[src/rtl/fetch_unit_pkg.sv]
// ============================================================================
// fetch_unit_pkg : shared types for the instruction fetch stage
// Rev 1.0 - initial release
// ============================================================================
`default_nettype none

package fetch_unit_pkg;

   typedef logic [31:0] word_t;

   typedef enum logic [1:0] {
      FETCH  = 2'd0,
      HOLD   = 2'd1,
      DRAIN  = 2'd2,
      HALTED = 2'd3
   } fetch_state_t;

   localparam word_t c_WORD_MASK = 32'hFFFF_FFFC;
   localparam word_t c_WORD_STEP = 32'h0000_0004;

   function automatic word_t word_align(input word_t a);
      return a & c_WORD_MASK;
   endfunction

endpackage

`default_nettype wire

[src/rtl/fetch_unit_if.sv]
// ============================================================================
// fetch_unit_if : icache, hazard/EX and IF/ID signals around the fetch stage
// Rev 1.0 - initial release
// ============================================================================
`default_nettype none

interface fetch_unit_if;
   import fetch_unit_pkg::*;

   logic  ihit_i;
   word_t iload_i;
   logic  iren_o;
   word_t iaddr_o;
   logic  stall_i;
   logic  redirect_i;
   word_t redirect_pc_i;
   logic  halt_i;
   logic  valid_o;
   word_t instr_o;
   word_t npc_o;

   modport fu (
      input  ihit_i, iload_i, stall_i, redirect_i, redirect_pc_i, halt_i,
      output iren_o, iaddr_o, valid_o, instr_o, npc_o
   );

   modport ic (
      output ihit_i, iload_i,
      input  iren_o, iaddr_o
   );

   modport hu (
      output stall_i, redirect_i, redirect_pc_i, halt_i,
      input  valid_o, instr_o, npc_o
   );

endinterface

`default_nettype wire

[src/rtl/fetch_unit.sv]
// ============================================================================
// fetch_unit : PC owner, icache requester and IF/ID presenter
// Rev 1.0 - initial release
// ============================================================================
`default_nettype none

module fetch_unit
   import fetch_unit_pkg::*;
#(
   parameter word_t PC_INIT = 32'h0000_0000
) (
   input  wire logic CLK,
   input  wire logic RST,
   fetch_unit_if.fu  bus
);

   fetch_state_t r_state, w_state;
   word_t        r_pc, w_pc;
   word_t        r_buf_instr, w_buf_instr;
   word_t        r_buf_npc, w_buf_npc;
   word_t        r_pend_pc, w_pend_pc;

   word_t        w_pc_inc;
   word_t        w_target;
   word_t        w_drain_target;

   assign w_pc_inc       = r_pc + c_WORD_STEP;
   assign w_target       = word_align(bus.redirect_pc_i);
   // A redirect arriving while draining overrides the earlier pending target.
   assign w_drain_target = bus.redirect_i ? w_target : r_pend_pc;

   always_ff @(posedge CLK) begin
      if (RST) begin
         r_state     <= FETCH;
         r_pc        <= PC_INIT;
         r_buf_instr <= '0;
         r_buf_npc   <= '0;
         r_pend_pc   <= '0;
      end else begin
         r_state     <= w_state;
         r_pc        <= w_pc;
         r_buf_instr <= w_buf_instr;
         r_buf_npc   <= w_buf_npc;
         r_pend_pc   <= w_pend_pc;
      end
   end

   always_comb begin
      w_state     = r_state;
      w_pc        = r_pc;
      w_buf_instr = r_buf_instr;
      w_buf_npc   = r_buf_npc;
      w_pend_pc   = r_pend_pc;

      if (bus.halt_i) begin
         w_state = HALTED;
      end else begin
         case (r_state)
            FETCH: begin
               if (bus.redirect_i) begin
                  if (bus.ihit_i) begin
                     w_pc = w_target;
                  end else begin
                     // The miss stays outstanding; keep iaddr until it lands.
                     w_pend_pc = w_target;
                     w_state   = DRAIN;
                  end
               end else if (bus.ihit_i) begin
                  w_pc = w_pc_inc;
                  if (bus.stall_i) begin
                     w_buf_instr = bus.iload_i;
                     w_buf_npc   = w_pc_inc;
                     w_state     = HOLD;
                  end
               end
            end
            HOLD: begin
               if (bus.redirect_i) begin
                  w_pc    = w_target;
                  w_state = FETCH;
               end else if (!bus.stall_i) begin
                  w_state = FETCH;
               end
            end
            DRAIN: begin
               if (bus.ihit_i) begin
                  w_pc    = w_drain_target;
                  w_state = FETCH;
               end else begin
                  w_pend_pc = w_drain_target;
               end
            end
            HALTED: begin
               w_state = HALTED;
            end
            default: begin
               w_state = FETCH;
            end
         endcase
      end
   end

   always_comb begin
      bus.iren_o  = 1'b0;
      bus.iaddr_o = r_pc;
      bus.valid_o = 1'b0;
      bus.instr_o = '0;
      bus.npc_o   = '0;

      case (r_state)
         FETCH: begin
            bus.iren_o  = 1'b1;
            bus.valid_o = bus.ihit_i & ~bus.redirect_i;
            bus.instr_o = bus.iload_i;
            bus.npc_o   = w_pc_inc;
         end
         HOLD: begin
            bus.valid_o = 1'b1;
            bus.instr_o = r_buf_instr;
            bus.npc_o   = r_buf_npc;
         end
         DRAIN: begin
            bus.iren_o = 1'b1;
         end
         default: begin
            bus.iren_o = 1'b0;
         end
      endcase

      if (RST) begin
         bus.iren_o  = 1'b0;
         bus.valid_o = 1'b0;
      end
   end

endmodule

`default_nettype wire

[src/flat_wrapper.sv]
// flat-port wrapper written by rule: the top's interface ports become plain ports
module fetch_unit_flat import fetch_unit_pkg::*;
#(
   parameter word_t PC_INIT = 32'h0000_0000
)
  (CLK, RST, bus_ihit_i, bus_iload_i, bus_stall_i, bus_redirect_i, bus_redirect_pc_i, bus_halt_i, bus_iren_o, bus_iaddr_o, bus_valid_o, bus_instr_o, bus_npc_o);
  fetch_unit_if bus_i ();
  input  wire logic CLK;
  input  wire logic RST;
  input wire logic [$bits(bus_i.ihit_i)-1:0] bus_ihit_i;
  input wire logic [$bits(bus_i.iload_i)-1:0] bus_iload_i;
  input wire logic [$bits(bus_i.stall_i)-1:0] bus_stall_i;
  input wire logic [$bits(bus_i.redirect_i)-1:0] bus_redirect_i;
  input wire logic [$bits(bus_i.redirect_pc_i)-1:0] bus_redirect_pc_i;
  input wire logic [$bits(bus_i.halt_i)-1:0] bus_halt_i;
  output wire logic [$bits(bus_i.iren_o)-1:0] bus_iren_o;
  output wire logic [$bits(bus_i.iaddr_o)-1:0] bus_iaddr_o;
  output wire logic [$bits(bus_i.valid_o)-1:0] bus_valid_o;
  output wire logic [$bits(bus_i.instr_o)-1:0] bus_instr_o;
  output wire logic [$bits(bus_i.npc_o)-1:0] bus_npc_o;
  assign bus_i.ihit_i = bus_ihit_i;
  assign bus_i.iload_i = bus_iload_i;
  assign bus_i.stall_i = bus_stall_i;
  assign bus_i.redirect_i = bus_redirect_i;
  assign bus_i.redirect_pc_i = bus_redirect_pc_i;
  assign bus_i.halt_i = bus_halt_i;
  assign bus_iren_o = bus_i.iren_o;
  assign bus_iaddr_o = bus_i.iaddr_o;
  assign bus_valid_o = bus_i.valid_o;
  assign bus_instr_o = bus_i.instr_o;
  assign bus_npc_o = bus_i.npc_o;
  fetch_unit #(.PC_INIT(PC_INIT)) u_core (.CLK(CLK), .RST(RST), .bus(bus_i));
endmodule
[config.mk]
export PLATFORM = sky130hd
export DESIGN_NAME = fetch_unit_flat
export DESIGN_NICKNAME = d
export VERILOG_FILES = /design/src/rtl/fetch_unit_pkg.sv /design/src/rtl/fetch_unit_if.sv /design/src/rtl/fetch_unit.sv /design/src/flat_wrapper.sv
export SDC_FILE = /design/constraint.sdc
export NUM_CORES = 1
export LEC_CHECK = 0
export ABC_AREA = 0
export CAP_MARGIN = 20
export CORE_ASPECT_RATIO = 1.75
export CORE_MARGIN = 2
export CORE_UTILIZATION = 30
export DETAILED_ROUTE_END_ITERATION = 8
export GPL_TIMING_DRIVEN = 1
export PLACE_DENSITY = 0.62
export REMOVE_ABC_BUFFERS = 1
export SLEW_MARGIN = 15
export SYNTH_ARGS = -nofsm -noshare
export SYNTH_HDL_FRONTEND = slang
export SYNTH_SLANG_ARGS = --single-unit
[constraint.sdc]
create_clock -name CLK -period 2.8 [get_ports CLK]
set_clock_uncertainty 0.15 [all_clocks]
set_input_delay 0.28 -clock CLK [delete_from_list [all_inputs] [get_ports CLK]]
set_output_delay 0.28 -clock CLK [all_outputs]
set_load 0.01 [all_outputs]
==> impl_results.md, run 1 <==
* Avg Inst Size Synth at 7.694 µm²
* Placed cell areas at 0.009448 mm²
* # clock sinks at 130
* Seq/Total Area, Yosys at 0.3685
* Die height at 207.0 µm
* YS warnings at 0
* Setup crit end kind: output port
* Number of global-route vias before repair at 7225
* CTS tree: yes
* Endpoints failing hold at 0
* Static leakage at 3.993 nW
* Met2 routed WL at 14090 µm
* Cell area after layout at 0.01045 mm²
* Final TNS setup at 0 ps
* Synth cell count leaders: nand2_1, dfxtp_1, a21oi_1, a22o_1, clkbuf_1
* WL final at 26110 µm
* Pin count of the biggest net entering global routing at 95
* DRT Pass-1 Iters at 5
* Netlist Area Pre-Place at 0.007063 mm²
* Gpl congestion at 0.8788
* Gr usage total at 0.2048
* Top cell type's share of synthesized area at 0.3685
* Number of synthesized flops with an enable pin at 0
* Top sig layer: met4
* Yosys top cell by area: dfxtp_1
* Synthesized flop and latch total at 130
* Via count at 7698
* Req. time, crit path at 2370 ps
* Max clock buf depth at 2
* P per Cell Area at 559.7 mW/mm²
* CTS Root Cell: clkbuf_16
* Reg-to-reg slack, setup at 180 ps
* H-Tree Depth at 4
* Routed length on met1 at 9750 µm
* Core area at 0.02324 mm²
* Crit-path max FO at 4
* Status: complete, no violations
* Worst slew pin tran at 516.8 ps
* Finish-stage setup viols at 0
* Initial antenna violation count at 0
* Crit path time final at 2730 ps
* WL met3 at 1070 µm
* Multi-input gate area at 0.004217 mm²
* Synth top area cells: dfxtp_1, nand2_1, a21oi_1
* Hold Slack at 52.39 ps
* Initial Util at 0.3039
* ANT cells at 0
* Layout cells sized above 1 at 0.1796
* Nets@finish at 1198
* Cell with the most instances after synthesis: nand2_1
* Ys flop type: dfxtp_1
* Die width at 120.0 µm
* Final worst path period share at 0.9751
* Setup Crit Path Kind: reg2out
* Reg clk slew, reported paths at 60 ps
* Register area at 0.002626 mm²
* CTS Buf Count at 17
* Post-DR vias/cell at 5.346
* Type of origin of the critical path: flip-flop
* Post-route DRC at 0
* Peak VDD IR at 0.4599 mV
* Synth-to-layout area growth at 47.97%
* Slew Viols, Final at 0
* Pre-CTS WS at 59.73 ps
* Hold buffers post-CTS at 0
* IO Pins at 168
* Async S/R FF share, synth at 0
* WP data arrival at 2300 ps
* # Max-Cap Violations at 0
* Routed Antenna Nets at 0
* # rows at 74
* Fmax at 366.3 MHz
* Initial detailed-routing violation count at 495
* RSZ-0062 raised after global routing: true
* Die ar. at 0.02484 mm²
* Wire length per cell at 18.13 µm
* Mapped Cells at 918
* Detailed placement HPWL at 18030 µm
* Fill cells at 2256
* HP Class: in2reg
* Clk Latency, worst-skew pair at 430 ps
* I/O Buffers at 165
* Final global-route overflow total at 0
* Slew Limit Headroom at 0.6555
* Final WS setup at 69.73 ps
* Synth cell types at 63
* First-pass GRT wire length at 39610 µm
[worst paths after layout]
kind | start | to | cells after the start
min reg2reg | u_core.r_buf_instr[6] | u_core.r_buf_instr[6] | 2
max | u_core.bus.iaddr_o[6] | bus_npc_o[9] | 6
min | RST | u_core.r_buf_npc[1] | 2
max reg2reg | u_core.r_state[1] | u_core.bus.iaddr_o[26] | 9
[layout make-up]
type / count / area share
multi-input combinational: 691 / 0.4034
sequential: 130 / 0.2513
timing repair buffer: 272 / 0.2413
clock buffer: 18 / 0.04202
tap: 304 / 0.03639
clock inverter: 14 / 0.02155
inverter: 11 / 0.003951
[through the flow]
stage / util / power, mW / std cells
floorplan: - / 2.587 / 832
global placement: 0.4065 / 3.312 / 1386
detailed placement: 0.4065 / 3.320 / 1386
CTS: 0.4442 / 5.875 / 1432
global route: 0.4497 / 6.067 / 1440
finish: 0.4497 / 5.850 / 1440
[per-layer routing]
layer,vias to the layer above,track usage
met3,62,0.02830
met1,3677,0.2145
met5,-,0
met4,0,0.1088
li1,3725,-
met2,234,0.3904
[report_power, final]
part	internal, mW	total [mW]	switching, mW	leakage, nW
Combinational	0.628	1.33	0.699	2.62
Clock	1.62	2.53	0.916	0.314
Sequential	1.92	1.99	0.0651	1.06
[cells in the final DEF, fill, tap and decap left out, types with 7 or more instances in the layout]
cell | synthesis | final
dfxtp_1 | 130 | 119
dfxtp_2 | 0 | 7
nand4_1 | 16 | 16
o21ai_0 | 45 | 40
inv_1 | 10 | 9
xnor2_1 | 14 | 12
clkbuf_16 | 0 | 17
a211oi_1 | 17 | 17
nand3_1 | 12 | 12
o21ba_2 | 12 | 12
a22oi_1 | 15 | 15
buf_4 | 2 | 96
nor2_1 | 45 | 45
clkdlybuf4s50_1 | 0 | 142
dlygate4sd2_1 | 0 | 15
nor3_1 | 16 | 13
a21o_1 | 8 | 8
xor2_1 | 12 | 11
and3_1 | 20 | 18
a21oi_1 | 118 | 118
a22o_1 | 62 | 62
buf_6 | 2 | 7
nand2_1 | 183 | 183
[worst max-delay path, cell delays in order, from the launching register on]
cell	delay [ps]
dfxtp_2	380
and3_1	220
buf_4	150
nand4_1	120
xnor2_1	280
a22o_1	170
clkdlybuf4s50_1	570
[cell families after synthesis]
| kind of cell | Yosys count | synth area share |
|---|---|---|
| buffers and inverters | 97 | 0.05793 |
| XOR/XNOR | 26 | 0.03224 |
| multiplexers | 9 | 0.01364 |
| AND/OR/NAND/NOR | 327 | 0.2090 |
| flip-flops | 130 | 0.3685 |
| adder cells (fa/ha/maj) | 5 | 0.008857 |
| AO/OA/AOI/OAI | 324 | 0.3098 |
[registers in the layout, indices dropped and copies added (netlist names)]
name                flops
u_core.r_buf_npc       32
u_core.r_buf_instr     32
u_core.r_state          2
u_core.bus.iaddr_o     32
u_core.r_pend_pc       32
[timing repair]
item                       in CTS  in global routing
resized for setup              61                 21
setup buffers                  14                  8
setup endpoints to repair      24                 27
pin swaps                      16                 12
No activity file was read; power rests on OpenSTA's default activity.
==> run 2, diff against run 1 <==
CTS_CLUSTER_DIAMETER = 80   (was default)
==> results of run 2 <==
Same layout as run 1: the final DEF is identical, and so are final timing and power.
==> run 3, diff against run 2 <==
clock period = 3.3 ns   (was 2.8 ns; I/O delays follow)
==> run 3 against run 2 <==
Total power down 23%. Worst setup slack worse by 44 ps. Cell count down 4.0%. Count of clock-buffer cells in the layout up 6. First-iteration DRC count up 11%. Clock power down 31%. Flip-flop and latch count unchanged. Sequential power down 15%. Largest cell class unchanged.
==> impl_results.md, run 3 (synthesized netlist as in run 1, its figures left out) <==
* Status: complete, no violations
* P per Cell Area at 458.7 mW/mm²
* Post-route core utilization at 0.4206
* I/O Buffers at 165
* Post-route DRC at 0
* CTS Root Cell: clkbuf_16
* Crit path time final at 3274 ps
* Overall power at 4.484 mW
* # rows at 74
* Commonest non-fill, non-tap cell in the layout: nand2_1
* WP data arrival at 2790 ps
* Endpoints failing hold at 0
* Hold buffers post-CTS at 0
* Reg clk slew, reported paths at 60 ps
* Hold path startpoint: RST
* CTS Buf Count at 17
* Wire length per cell at 18.44 µm
* Core area at 0.02324 mm²
* Gpl congestion at 0.8320
* CP max stage delay at 530 ps
* Die height at 207.0 µm
* Worst-path cell chain: buf_4 -> nand2_1 -> nor3_2 -> nor4bb_1 -> or2_2 -> a22o_1 -> clkdlybuf4s50_1
* Clk Latency, worst-skew pair at 420 ps
* Worst reg2reg path startpoint: u_core.r_state[0]
* Reg2reg end: u_core.bus.iaddr_o[19]
* Routed Antenna Nets at 0
* Hold path depth at 2
* # clock sinks at 130
* DRT Pass-1 Iters at 7
* Hold EP: u_core.r_pend_pc[31]
* Fill cells at 2337
* Static leakage at 3.487 nW
* Pin count of the biggest net entering global routing at 58
* Register area at 0.002611 mm²
* Initial Util at 0.3039
* Placed cell areas at 0.009150 mm²
* Fmax at 305.4 MHz
* WL final at 25510 µm
* Multi-input gate area at 0.004121 mm²
* Via count at 7454
* Layout cells sized above 1 at 0.1205
* Detailed placement HPWL at 17750 µm
* R2R depth at 8
* # Max-Cap Violations at 0
* H-Tree Depth at 4
* Final global-route overflow total at 0
* Number of global-route vias before repair at 7032
* Pre-CTS WS at 332.3 ps
* Initial antenna violation count at 0
* RSZ-0062 raised after global routing: true
* Initial detailed-routing violation count at 550
* Final worst path period share at 0.9922
* First-pass GRT wire length at 38670 µm
* Setup crit end kind: output port
* Nets@finish at 1143
* Die ar. at 0.02484 mm²
* Req. time, crit path at 2820 ps
* CTS tree: yes
* Gr usage total at 0.1997
* Peak VDD IR at 0.3959 mV
* IO Pins at 168
* Synth-to-layout area growth at 38.41%
* Setup Crit Path Kind: reg2out
* Reg-to-reg slack, setup at 610 ps
* Most frequent cells in the layout: nand2_1, clkdlybuf4s50_1, dfxtp_1
* CP max stage cell: clkdlybuf4s50_1
* HP Class: in2reg
* ANT cells at 0
* Type of origin of the critical path: flip-flop
* Finish-stage setup viols at 0
* Placed cell count at 1348
* Worst slew pin tran at 689.4 ps
* Final TNS setup at 0 ps
* Final WS setup at 25.81 ps
* Max clock buf depth at 2
* Hold Slack at 198.5 ps
* Post-DR vias/cell at 5.390
* Die width at 120.0 µm
* Slew Viols, Final at 0
* Cell area after layout at 0.009776 mm²
* Slew Limit Headroom at 0.5404
* Crit-path max FO at 7
* Layout Cells excl Fill at 1383
-- run 3: cell types whose count changed in the layout (fill, tap and decap cells not counted), sizes merged --
cell           before  now
buf               110   53
clkdlybuf4s50     142  164
dlygate4sd2        15    0
clkbuf             18   24
bufinv              5    0
clkinv              3    7
dlymetal6s2s        4    0
inv                14   10
clkinvlp            3    0
clkdlybuf4s15       1    0
-- run 3: critical path: cells and delay by family (launching register included) --
family	cells	cell delay, ps
and+or+nand+nor	4	1160
buffers and inverters	2	710
DFF	1	390
AOI/OAI and AO/OA	1	120
-- run 3: cell type report --
type | instances | share of cell area
inverter | 11 | 0.004224
clock inverter | 6 | 0.003072
sequential | 130 | 0.2671
clock buffer | 24 | 0.05132
tap | 304 | 0.03891
timing repair buffer | 217 | 0.2137
multi-input combinational | 691 | 0.4216
-- run 3: where the power goes --
part           switching [mW]  internal, mW  leakage (nW)  total [mW]
sequential             0.0655          1.63          1.06        1.70
combinational           0.560         0.483          2.16        1.04
clock                   0.699          1.04         0.271        1.74
-- run 3: timing repair --
action	in CTS	in global routing
pin swaps	1	1
gates cloned	0	0
endpoints found under the setup margin	9	16
gates resized for setup	6	11
buffers inserted	2	3
-- run 3: per-layer routing --
metal,vias to the layer above,wire length [µm],global-route usage
li1,3594,-,-
met1,3516,9963,0.2196
met2,278,13410,0.3695
met3,66,1051,0.02692
met4,0,1088,0.1046
met5,-,0,0
-- run 3: how the worst max path moves through the flow --
| stage | to | slack [ps] | from | cells past startpoint |
|---|---|---|---|---|
| 4_1_cts | bus_npc_o[25] | 10 | u_core.bus.iaddr_o[3] | 6 |
| 5_1_grt | bus_npc_o[13] | -30 | u_core.bus.iaddr_o[2] | 7 |
| 2_1_floorplan | u_core.bus.iaddr_o[13] | -1520 | u_core.r_state[1] | 6 |
| 3_5_place_dp | bus_npc_o[20] | 330 | u_core.bus.iaddr_o[4] | 7 |
| 6_report | bus_npc_o[13] | 30 | u_core.bus.iaddr_o[2] | 7 |
| 3_3_place_gp | bus_npc_o[20] | 350 | u_core.bus.iaddr_o[4] | 7 |
